File: src/rtl/inert_intf.sv
// Inertial sensor front end: sequences SPI configuration writes, then one
// 8-byte read burst per data-ready interrupt, publishing four signed words.
module inert_intf #(
   parameter int STARTUP_BITS = 16,
   parameter bit FAST_SIM     = 1'b0
) (
   input  logic               clk,
   input  logic               rst_n,
   input  logic               INT,
   input  logic               done,
   input  logic [15:0]        rd_data,
   output logic               wrt,
   output logic [15:0]        cmd,
   output logic               vld,
   output logic signed [15:0] roll_rt,
   output logic signed [15:0] yaw_rt,
   output logic signed [15:0] AY,
   output logic signed [15:0] AZ
);

   localparam int CNT_W = FAST_SIM ? 8 : STARTUP_BITS;

   typedef enum logic [2:0] {WAIT_PWR, CFG, IDLE, READ, PUBLISH} state_t;

   state_t           state, next_state;
   logic [CNT_W-1:0] pwr_cnt;
   logic             int_ff1, int_ff2;
   logic             pending;
   logic [2:0]       idx;
   logic [7:0]       hold [0:7];
   logic             issue, finish, last_xfer;
   logic [3:0]       reg_addr;
   logic [15:0]      next_cmd;
   logic             unused_rd_hi;

   assign unused_rd_hi = &{1'b0, rd_data[15:8]};

   always_ff @(posedge clk or negedge rst_n) begin
      if (!rst_n) begin
         int_ff1 <= 1'b0;
         int_ff2 <= 1'b0;
      end else begin
         int_ff1 <= INT;
         int_ff2 <= int_ff1;
      end
   end

   always_ff @(posedge clk or negedge rst_n) begin
      if (!rst_n) state <= WAIT_PWR;
      else        state <= next_state;
   end

   // A transaction is started only when none is pending; a done with nothing
   // pending never reaches the sequencing logic.
   always_comb begin
      next_state = state;
      issue      = 1'b0;
      finish     = pending & done;
      last_xfer  = 1'b0;
      next_cmd   = 16'h0000;
      reg_addr   = (idx[2] ? 4'hA : 4'h4) + {2'b00, idx[1:0]};
      case (state)
         WAIT_PWR: begin
            if (&pwr_cnt) next_state = CFG;
         end
         CFG: begin
            case (idx[1:0])
               2'd0:    next_cmd = 16'h0D02;
               2'd1:    next_cmd = 16'h1053;
               2'd2:    next_cmd = 16'h1150;
               default: next_cmd = 16'h1460;
            endcase
            issue     = ~pending;
            last_xfer = (idx == 3'd3);
            if (finish && last_xfer) next_state = IDLE;
         end
         IDLE: begin
            if (int_ff2) next_state = READ;
         end
         READ: begin
            next_cmd  = {4'hA, reg_addr, 8'h00};
            issue     = ~pending;
            last_xfer = (idx == 3'd7);
            if (finish && last_xfer) next_state = PUBLISH;
         end
         PUBLISH: begin
            next_state = IDLE;
         end
         default: begin
            next_state = WAIT_PWR;
         end
      endcase
   end

   // The last byte is taken straight from rd_data so all four words and vld
   // appear together in the PUBLISH cycle.
   always_ff @(posedge clk or negedge rst_n) begin
      if (!rst_n) begin
         pwr_cnt <= '0;
         pending <= 1'b0;
         idx     <= 3'd0;
         wrt     <= 1'b0;
         cmd     <= 16'h0000;
         vld     <= 1'b0;
         roll_rt <= '0;
         yaw_rt  <= '0;
         AY      <= '0;
         AZ      <= '0;
         for (int i = 0; i < 8; i++) hold[i] <= 8'h00;
      end else begin
         wrt <= 1'b0;
         vld <= 1'b0;
         if (state == WAIT_PWR) pwr_cnt <= pwr_cnt + 1'b1;
         if (state == IDLE) idx <= 3'd0;
         if (issue) begin
            wrt     <= 1'b1;
            cmd     <= next_cmd;
            pending <= 1'b1;
         end
         if (finish) begin
            pending <= 1'b0;
            idx     <= idx + 3'd1;
            if (state == READ) hold[idx] <= rd_data[7:0];
         end
         if (state == READ && finish && last_xfer) begin
            roll_rt <= {hold[1], hold[0]};
            yaw_rt  <= {hold[3], hold[2]};
            AY      <= {hold[5], hold[4]};
            AZ      <= {rd_data[7:0], hold[6]};
            vld     <= 1'b1;
         end
      end
   end

endmodule
File: config.mk
export PLATFORM = sky130hd
export DESIGN_NAME = inert_intf
export DESIGN_NICKNAME = d
export VERILOG_FILES = /design/src/rtl/inert_intf.sv
export SDC_FILE = /design/constraint.sdc
export NUM_CORES = 1
export LEC_CHECK = 0
export BUFFER_PORTS_ARGS = -buffer_cell sky130_fd_sc_hd__buf_2
export CAP_MARGIN = 20
export CORE_ASPECT_RATIO = 0.7
export CORE_MARGIN = 1
export CORE_UTILIZATION = 30
export DETAILED_ROUTE_END_ITERATION = 6
export GPL_TIMING_DRIVEN = 0
export PLACE_DENSITY_LB_ADDON = 0.05
export SLEW_MARGIN = 20
export SYNTH_ARGS = -nofsm -noshare
export SYNTH_HDL_FRONTEND = slang
export SYNTH_SLANG_ARGS = --single-unit
File: constraint.sdc
create_clock -name clk -period 4.4 [get_ports clk]
set_input_delay 0.44 -clock clk [delete_from_list [all_inputs] [get_ports clk]]
set_output_delay 0.44 -clock clk [all_outputs]
set_load 0.02 [all_outputs]
==> key figures <==
Floorplanning
  • Initial Util: between 30% and 40%
  • Die height: roughly 120 microns
  • Die X: between 150 and 200 microns
  • Core ar.: around 20,000 sq um
  • Die area: 21,600 sq um
  • IO Count: between 100 and 150
  • Number of core rows: between 40 and 50

Setup path
  • CP startpoint kind: flop
  • Critical Path End Type: flop
  • Slowest-stage cell, CP: dfrtp_1
  • Kind of critical path: reg2reg
  • Worst-path maximum fanout: 10
  • Delay-heaviest family, CP: buffers and inverters
  • Worst-path cell chain: ha_1, ha_1, nand2_1, nor2_1, buf_2, buf_2, mux2_2
  • Crit path required time: between 4 and 5 ns
  • Reg-to-reg slack, setup: 2.09 ns
  • Critical path buffer and inverter count: 2
  • Crit-path max cell delay: 0.53 ns
  • CP Data Arrival Time: 2.61 ns

CTS
  • CTS Buf Count: 17
  • Clk Latency, worst-skew pair: ~0.42 ns
  • Clock sinks: 157
  • Clk slew on worst S/H paths: approximately 0.060 ns
  • H-tree levels: 4
  • Clock root cell: clkbuf_16
  • CTS tree: done
  • Max Root-Sink Buffers: 2
  • Setup bufs post-CTS: 0

Placement
  • I/O Buffers: between 80 and 90
  • Placed inst area: ~7000 sq um
  • Final GP Congestion: ~0.69
  • DP Cell Count: 798
  • DP HPWL: just over 9000 microns
  • Post-Place Setup Slack: 2.07 ns

GRT
  • GRT Residual Overflow: 0
  • Tot GR Track Use: around 14%
  • Vias in the first global route: around 3,800
  • Largest net degree at the start of global routing: 89
  • Initial antenna violation count: 0
  • First-pass GRT wire length: ~22,000 microns

Detailed routing
  • Drt drc: 0
  • DRT Pass-1 Iters: 4
  • DR iter-0 viols: 117
  • Via count: roughly 3,700
  • WL/cell: between 15 and 20 microns
  • Final wirelength: ~14,000 microns
  • Via density: roughly 4.5
  • Antenna Violating Nets Remaining: 0

STA
  • RSZ-0062 raised after global routing: false
  • Layout Skew: slightly above 0.01 ns
  • Fin. Hold Viols: 0
  • Max-slew violations: 0
  • Final period util: 52.5%
  • Worst-margin pin slew: roughly 0.55 ns
  • Min cycle time layout: 2.31 ns
  • Final setup viols: 0
  • Setup_tns: 0 ns
  • Fmax: 0.433 GHz
  • Relative slew slack: 63.1%
  • Fin worst setup slack: 2.09 ns

Hold path
  • Hold WC Path Type: in2reg

Layout
  • Area Growth Syn to Fin: 22.9%
  • # diodes: 0
  • Layout Cells excl Fill: between 800 and 900
  • Share of cells above drive strength 1: between 40% and 50%
  • Final nets: roughly 600
  • Post-route cell area: 7750 sq um

Pwr
  • VDD IR max: between 0.0002 and 0.00025 V
  • Pwr/cell area: a little under 600 nW/um^2
  • Leakage: ~4.0 nW
  • Power Total: approximately 0.0046 W

Logic synthesis
  • Syn Inst Count: roughly 440
  • Yosys reg bits: ~160
  • Mapped Area: ~6300 sq um
  • Sequential share of the synthesized area: ~62%
  • Synth warn: 0
  • Avg Cell Area, Syn: between 10 and 15 sq um
  • Synth cell types: 32

Run
  • Max-cap violations: 0

Status
  • Status: finished, final reports clean
[repair_timing]
action	4_1_cts	5_1_grt
gates resized for setup	0	0
endpoints found under the hold margin	17	0
hold buffers	1	0
[through the flow]
stage / util [%] / hold slack [ns]
5_1_grt: 38.4 / 0.106
2_1_floorplan: - / 0.144
3_5_place_dp: 35.4 / 0.336
6_report: 38.4 / 0.126
4_1_cts: 38.4 / 0.103
3_3_place_gp: 35.2 / 0.340
[synth_stat cells, drive strengths merged]
| master | number | share of area (%) |
|---|---|---|
| nand2 | 31 | 1.8 |
| a31o | 1 | 0.14 |
| xor2 | 3 | 0.42 |
| ha | 15 | 3.0 |
| and2 | 5 | 0.50 |
| o21ai | 14 | 1.1 |
| mux2 | 123 | 22 |
| nor2 | 10 | 0.60 |
| nand3b | 1 | 0.12 |
| clkbuf | 2 | 0.12 |
| o31ai | 1 | 0.12 |
| xnor2 | 12 | 1.7 |
| dfrtp | 157 | 62 |
| nor4 | 1 | 0.34 |
| buf | 19 | 2.0 |
| nand3 | 6 | 0.48 |
| a31oi | 3 | 0.30 |
| nand4 | 5 | 0.50 |
| nor2b | 2 | 0.20 |
| or3 | 4 | 0.56 |
| nor3 | 4 | 0.48 |
| nand2b | 3 | 0.30 |
| inv | 7 | 0.42 |
| conb | 1 | 0.059 |
| nand4b | 1 | 0.14 |
| nor3b | 1 | 0.12 |
| a21oi | 3 | 0.24 |
[cell usage in the layout (no fill, tap or decap), drive strengths merged, types with 2 or more instances in the layout]
| cell | Yosys | routed |
|---|---|---|
| and2 | 5 | 5 |
| conb | 1 | 4 |
| clkinv | 0 | 4 |
| o21ai | 14 | 14 |
| a21oi | 3 | 3 |
| xor2 | 3 | 3 |
| inv | 7 | 8 |
| nand3 | 6 | 6 |
| dfrtp | 157 | 157 |
| nand4 | 5 | 5 |
| a31oi | 3 | 3 |
| or3 | 4 | 4 |
| nand2 | 31 | 31 |
| nor2 | 10 | 10 |
| mux2 | 123 | 123 |
| clkinvlp | 0 | 2 |
| nor3 | 4 | 4 |
| bufinv | 0 | 4 |
| xnor2 | 12 | 12 |
| nor2b | 2 | 2 |
| buf | 19 | 109 |
| clkbuf | 2 | 22 |
| ha | 15 | 15 |
| nand2b | 3 | 3 |
[report_power, final]
part	switching [W]	internal, W	total (W)	leakage, nW
Combinational	0.000585	0.000482	0.00107	1.57
Clock	0.000584	0.000946	0.00153	0.290
Sequential	0.000212	0.00181	0.00203	2.11
Total	0.00138	0.00324	0.00462	3.97
[routing by layer]
layer	track usage [%]	vias up	part of all wire, %
met5	0	-	0
met4	6.20	0	1.4
met3	3.69	14	5.2
met2	19.7	81	42
met1	19.6	1882	51
li1	-	1718	-
[layout make-up]
type,count,area [sq um]
well taps,270,338
multi-input cells,253,2230
plain buffers,21,134
clock inverters,11,168
flip-flops and latches,157,3930
fillers,1963,12400
repair buffers,91,493
clock buffers,20,437
inverters,7,26.3
[final timing paths]
kind                       startpoint     endpoint  cells past startpoint
max                            idx[0]  roll_rt[15]                      7
min                               INT      int_ff1                      1
max reg2reg                    idx[0]  roll_rt[15]                      7
min reg2reg                   int_ff1      int_ff2                      0
max in group asynchronous       rst_n     hold[41]                      3
min in group asynchronous       rst_n       cmd[0]                      2
[sequential cells by signal (all words and copies together), names as in the netlist]
name     count
hold        56
AY          16
AZ          16
pwr_cnt     16
roll_rt     16
yaw_rt      16
cmd         10
idx          3
state        3
int_ff1      1
int_ff2      1
pending      1
vld          1
wrt          1
[kinds of logic after synthesis]
logic type | count (synthesis) | synth area share, %
simple gates | 74 | 6.15
fa+ha+maj | 15 | 2.98
compound gates | 22 | 1.91
buf+inv | 28 | 2.54
xor+xnor | 15 | 2.08
other cells | 1 | 0.0595
mux | 123 | 22.0
flops | 157 | 62.3
No activity file was read; power rests on OpenSTA's default activity.
